**src/rtl/if_fetch_buffer.sv**
```systemverilog
// Fetch buffer between the PC register and decode: single-outstanding imem requests, a circular
// instruction queue, and flush handling. Define IF_FETCH_PERF_EN to add FetchCnt/DropCnt counters.
module if_fetch_buffer #(
   parameter int          DEPTH         = 4,
   parameter logic [31:0] RESET_PC_WORD = 32'h00000013
) (
   input  logic        clk,
   input  logic        rst,
   input  logic [31:0] PCF,
   output logic        StallF,
   input  logic        FlushD,
   input  logic        StallD,
   output logic        ImemReq,
   output logic [31:0] ImemAddr,
   input  logic        ImemAck,
   input  logic [31:0] ImemRdata,
   output logic        ValidD,
   output logic [31:0] InstrD,
   output logic [31:0] PCD,
   output logic [31:0] PCPlus4D
`ifdef IF_FETCH_PERF_EN
   ,
   output logic [31:0] FetchCnt,
   output logic [31:0] DropCnt
`endif
);

   localparam int PW = $clog2(DEPTH);
   localparam int CW = PW + 1;

   typedef enum logic [1:0] {IDLE, WAIT, DROP} state_t;

   state_t          state;
   logic [31:0]     addr_q;
   logic [PW-1:0]   rd_ptr;
   logic [PW-1:0]   wr_ptr;
   logic [CW-1:0]   count;
   logic [31:0]     instr_mem [DEPTH];
   logic [31:0]     pc_mem    [DEPTH];

   logic issue;
   logic push;
   logic pop;

   assign issue = (state == IDLE) && (count < CW'(DEPTH)) && !FlushD;
   assign push  = !rst && (state == WAIT) && ImemAck && !FlushD;
   assign pop   = ValidD && !StallD && !FlushD;

   // StallF drops in every flush cycle so a redirect always reaches the PC register.
   always_comb begin
      ImemReq  = 1'b0;
      ImemAddr = '0;
      StallF   = 1'b0;
      if (!rst) begin
         unique case (state)
            IDLE: begin
               ImemReq  = issue;
               ImemAddr = issue ? PCF : '0;
               StallF   = !FlushD;
            end
            WAIT: begin
               ImemReq  = 1'b1;
               ImemAddr = addr_q;
               StallF   = !ImemAck && !FlushD;
            end
            DROP: begin
               ImemReq  = 1'b1;
               ImemAddr = addr_q;
               StallF   = !FlushD;
            end
            default: ;
         endcase
      end
   end

   assign ValidD   = !rst && (count != '0);
   assign InstrD   = ValidD ? instr_mem[rd_ptr] : RESET_PC_WORD;
   assign PCD      = ValidD ? pc_mem[rd_ptr] : '0;
   assign PCPlus4D = ValidD ? pc_mem[rd_ptr] + 32'd4 : '0;

   // NOTE: sequential state uses non-blocking assignments so every register samples pre-edge values.
   always_ff @(posedge clk) begin
      if (rst) begin
         state  <= IDLE;
         addr_q <= '0;
         rd_ptr <= '0;
         wr_ptr <= '0;
         count  <= '0;
      end else begin
         unique case (state)
            IDLE: if (issue) begin
               addr_q <= PCF;
               state  <= WAIT;
            end
            WAIT: begin
               if (ImemAck)     state <= IDLE;
               else if (FlushD) state <= DROP;
            end
            DROP: if (ImemAck) state <= IDLE;
            default: state <= IDLE;
         endcase

         if (FlushD) begin
            rd_ptr <= '0;
            wr_ptr <= '0;
            count  <= '0;
         end else begin
            if (push) wr_ptr <= wr_ptr + 1'b1;
            if (pop)  rd_ptr <= rd_ptr + 1'b1;
            if (push && !pop)      count <= count + 1'b1;
            else if (!push && pop) count <= count - 1'b1;
         end
      end
   end

   // NOTE: queue storage has no reset; count gates every read, so stale contents are never visible.
   always_ff @(posedge clk) begin
      if (push) begin
         instr_mem[wr_ptr] <= ImemRdata;
         pc_mem[wr_ptr]    <= addr_q;
      end
   end

`ifdef IF_FETCH_PERF_EN
   logic drop_ack;
   assign drop_ack = ((state == WAIT) && ImemAck && FlushD) || ((state == DROP) && ImemAck);

   always_ff @(posedge clk) begin
      if (rst) begin
         FetchCnt <= '0;
         DropCnt  <= '0;
      end else begin
         if (push)     FetchCnt <= FetchCnt + 32'd1;
         if (drop_ack) DropCnt  <= DropCnt + 32'd1;
      end
   end
`endif

endmodule
```
**config.mk**
```make
export PLATFORM = sky130hd
export DESIGN_NAME = if_fetch_buffer
export DESIGN_NICKNAME = d
export VERILOG_FILES = /design/src/rtl/if_fetch_buffer.sv
export SDC_FILE = /design/constraint.sdc
export NUM_CORES = 1
export LEC_CHECK = 0
export ABC_AREA = 1
export ABC_CLOCK_PERIOD_IN_PS = 4600
export CAP_MARGIN = 40
export CORE_ASPECT_RATIO = 0.6
export CORE_UTILIZATION = 30
export CTS_CLUSTER_SIZE = 30
export DETAILED_ROUTE_END_ITERATION = 8
export GPL_ROUTABILITY_DRIVEN = 1
export GPL_TIMING_DRIVEN = 0
export PLACE_DENSITY_LB_ADDON = 0.25
export SLEW_MARGIN = 20
export SYNTH_ARGS = -nofsm -noshare
export SYNTH_HDL_FRONTEND = slang
export SYNTH_SLANG_ARGS = --single-unit
```
**constraint.sdc**
```tcl
create_clock -name clk -period 4.6 [get_ports clk]
set_input_delay 0.92 -clock clk [delete_from_list [all_inputs] [get_ports clk]]
set_output_delay 0.92 -clock clk [all_outputs]
set_load 0.005 [all_outputs]
```
==> flow_summary.json <==
{
  "status": "finished, final reports clean",
  "p_per_area_nw_per_um2": 374.6,
  "top_layer": "met4",
  "design.core.area_um2": 43920,
  "grt_max_degree": 23,
  "clock_power_share_pct": 38.6,
  "worstPathArrival_ns": 3.53,
  "p_switching_mw": 1.733,
  "hpwl_um": 33890,
  "start_util_pct": 30.81,
  "synth.area.top_cells": "edfxtp_1, nand2_1, nor2_1, dfxtp_1, a21oi_1",
  "fin_util_pct": 40.39,
  "num_rows": 59,
  "worstMarginPinSlew_ns": 0.8409,
  "viasPerCell": 4.843,
  "synth_area_per_cell_um2": 9.366,
  "clockBufferDepth": 3,
  "critPathMaxStageDelay_ns": 0.52,
  "swShare_pct": 26.08,
  "finalWorstSetupSlack_ns": 0.1532,
  "synth-compound-area-share_pct": 8.154,
  "num_vias": 11110,
  "antennaDiodeCount": 0,
  "synth_top_area_share_pct": 56.80,
  "regToRegStartpoint": "state[1]$_SDFFE_PP0P_",
  "synthAdderAreaFrac_pct": 1.165,
  "critical_path.slowest_cell": "clkdlybuf4s50_1",
  "vdd_drop_max_uv": 257.5,
  "area_growth_syn_to_layout_pct": 31.07,
  "initialDrtViolationCount": 893,
  "synth_warnings": 0,
  "yosysUniqueCellTypes": 30,
  "syn-num-nets": 1526,
  "setup_viol": 0,
  "yosysSeqAreaShare_pct": 63.16,
  "hold_viol_final": 0,
  "rsz0062_at_grt": "true",
  "holdWs_ns": 0.4784,
  "route.met3.wl_um": 3173,
  "dp_slack_ns": -0.1715,
  "cap_viol_max_count": 0,
  "finalCriticalPeriod_ns": 4.447,
  "p_int_mw": 4.913,
  "fp.dieW_um": 276.2,
  "antenna_found_initial": 0,
  "max_freq_ghz": 0.2249,
  "io_buffers": 198,
  "p_leak_nw": 6.501,
  "cp-end-kind": "output pin",
  "drive_gt1_share_pct": 7.930,
  "nets": 1772,
  "cts_max_level": 1,
  "synth.mux.area_fraction_pct": 0,
  "die_area_um2": 46000,
  "worst_ep_required_time_ns": 3.68,
  "clk_pin_slew_ns": 0.06,
  "grt-ovfl-total": 0,
  "cts_tree": "yes",
  "critPathKind": "flip-flop to output pin",
  "grt_pass1_vias": 10560,
  "synth_top_family_by_area": "simple AND/OR/NAND/NOR gates",
  "grt_use_total_pct": 19.47,
  "stdcell_area_um2": 17740,
  "met1_length_um": 22530,
  "clk_latency_ns": 0.58,
  "finalWeightedCongestion": 0.9238,
  "pwr-share-seq_pct": 48.0,
  "min_path_type": "flip-flop to flip-flop",
  "ios": 200,
  "fillCellCount": 4218,
  "finalPower_mw": 6.645,
  "synth_xor_area_share_pct": 0.06471,
  "cpMostUsedCell": "nand2_1",
  "root_buffer": "clkbuf_16",
  "wl_um": 45690,
  "netlist_instances": 1445,
  "ys_ff_latch": 299,
  "grt_pass1_wl_um": 67170,
  "die_h_um": 166.5,
  "netlist_area_um2": 13530,
  "yosys.area_share.simple_pct": 23.00,
  "worst_setup_path_start_kind": "flip-flop",
  "cts.sinks": 299,
  "fin_skew_ns": 0.01204,
  "wl_per_cell_um": 19.92,
  "place_area_um2": 16590,
  "max-slew-margin-rel_pct": 43.94,
  "drc": 0,
  "drv_slew": 0,
  "numCtsBuffers": 30,
  "power_frac_comb_pct": 13.4,
  "antenna_left": 0,
  "yosys.area.top_type": "edfxtp_1",
  "hold_buffers": 0,
  "drtPass1Iterations": 6,
  "routed-wl-met2_um": 19190,
  "fin_crit_sh_pct": 96.67,
  "crit_fanout": 10,
  "cp_cell_sequence": "buf_8, inv_8, buf_6, buf_4, nand2_1, o211ai_1, nand2_2, ha_2, nand3_2, nor2_4, nand3_1, nor2_4, nand3_1, nand2_1, nand2_1, inv_1, clkdlybuf4s50_1",
  "min_from": "rd_ptr[1]$_SDFFE_PP0P_"
}
[Yosys cell counts]
cell and count:
o311ai_0 3, buf_4 10, ha_1 11, fa_1 1
nor2_2 7, buf_2 17, dfxtp_1 43, edfxtp_1 256
inv_1 52, nor3_1 9, a32o_1 1, nand2_1 438
nor2_1 252, o221ai_1 1, o21ai_0 88, o211ai_1 2
nand3_1 67, buf_1 8, xor2_1 1, inv_2 1
a21oi_1 119, nand3b_1 1, nor2_4 2, buf_6 6
nand2_2 6, clkbuf_1 36, nand4_1 1, or2_2 4
o31ai_1 1, inv_8 1
[metal layers]
metal  vias to the layer above  track usage [%]
met5                         -                0
met4                         0            3.546
met3                        54            3.479
met2                       382            29.06
met1                      5325            29.46
li1                       5348                -
[critical path: cells and delay by family, from the launching register on]
kind                       cells  cell delay, ns
and+or+nand+nor                9            1.13
DFF                            1            0.34
buffers and inverters          6            1.17
AOI/OAI and AO/OA              1            0.09
adders and majority gates      1            0.22
[sequential cells by signal, summed over array words and instances (netlist names), named ones only]
register	count
state	2
pc_mem	128
instr_mem	128
count	3
addr_q	32
rd_ptr	2
wr_ptr	2
[cell usage in the layout (no fill, tap or decap), types with 7 or more instances in the layout]
cell and count:
a21oi_1 119, buf_1 7, buf_16 7, buf_2 15, buf_4 15, clkbuf_1 38
clkbuf_16 32, clkdlybuf4s50_1 196, dfxtp_1 43, edfxtp_1 256, ha_1 10, inv_1 52
nand2_1 436, nand2_2 8, nand3_1 65, nor2_1 243, nor2_4 12, nor3_1 8
o21ai_0 88
[layout make-up]
| class | instances | area [µm²] | share of cell area, % |
|---|---|---|---|
| inverter | 54 | 210.2 | 1.185 |
| timing repair buffer | 214 | 2323 | 13.10 |
| clock inverter | 14 | 157.7 | 0.8887 |
| tap | 579 | 724.4 | 4.084 |
| buffer | 77 | 412.9 | 2.328 |
| multi-input combinational | 1015 | 4484 | 25.28 |
| sequential | 299 | 8548 | 48.19 |
| clock buffer | 42 | 878.3 | 4.951 |
[final timing paths]
path | slack (ns) | depth (start not counted) | end
worst max register to register | 2.11 | 8 | instr_mem[3][25]$_DFFE_PP_
worst max-delay path | 0.15 | 17 | PCPlus4D[30]
worst min register to register | 0.48 | 2 | flip-flop
worst min-delay path | 0.48 | 2 | flip-flop
[stage by stage]
step / cells / TNS (ns)
global placement: 2222 / -885.98
global route: 2294 / -0.1142
floorplan: 1445 / -50.79
CTS: 2292 / 0
finish: 2294 / 0
detailed placement: 2236 / -1.432
[cell families after synthesis]
family                   after synthesis
AND/OR/NAND/NOR                      787
buffers and inverters                131
flip-flops                           299
adder cells (fa/ha/maj)               12
AO/OA/AOI/OAI                        215
XOR/XNOR                               1
[power by group through the flow]
stage / sequential, mW / combinational [mW] / clock (mW)
finish: 3.19 / 0.889 / 2.57
global route: 3.20 / 0.988 / 2.71
CTS: 3.19 / 0.884 / 2.62
detailed placement: 3.25 / 0.877 / 0
global placement: 3.24 / 0.855 / 0
floorplan: 3.19 / 0.433 / 0
[what timing repair did]
action / CTS / global route
gates resized for setup: 8 / 23
setup endpoints to repair: 25 / 25
buffers inserted: 0 / 1
pin swaps: 0 / 3
cloned: 0 / 0
No activity file was read; power rests on OpenSTA's default activity.
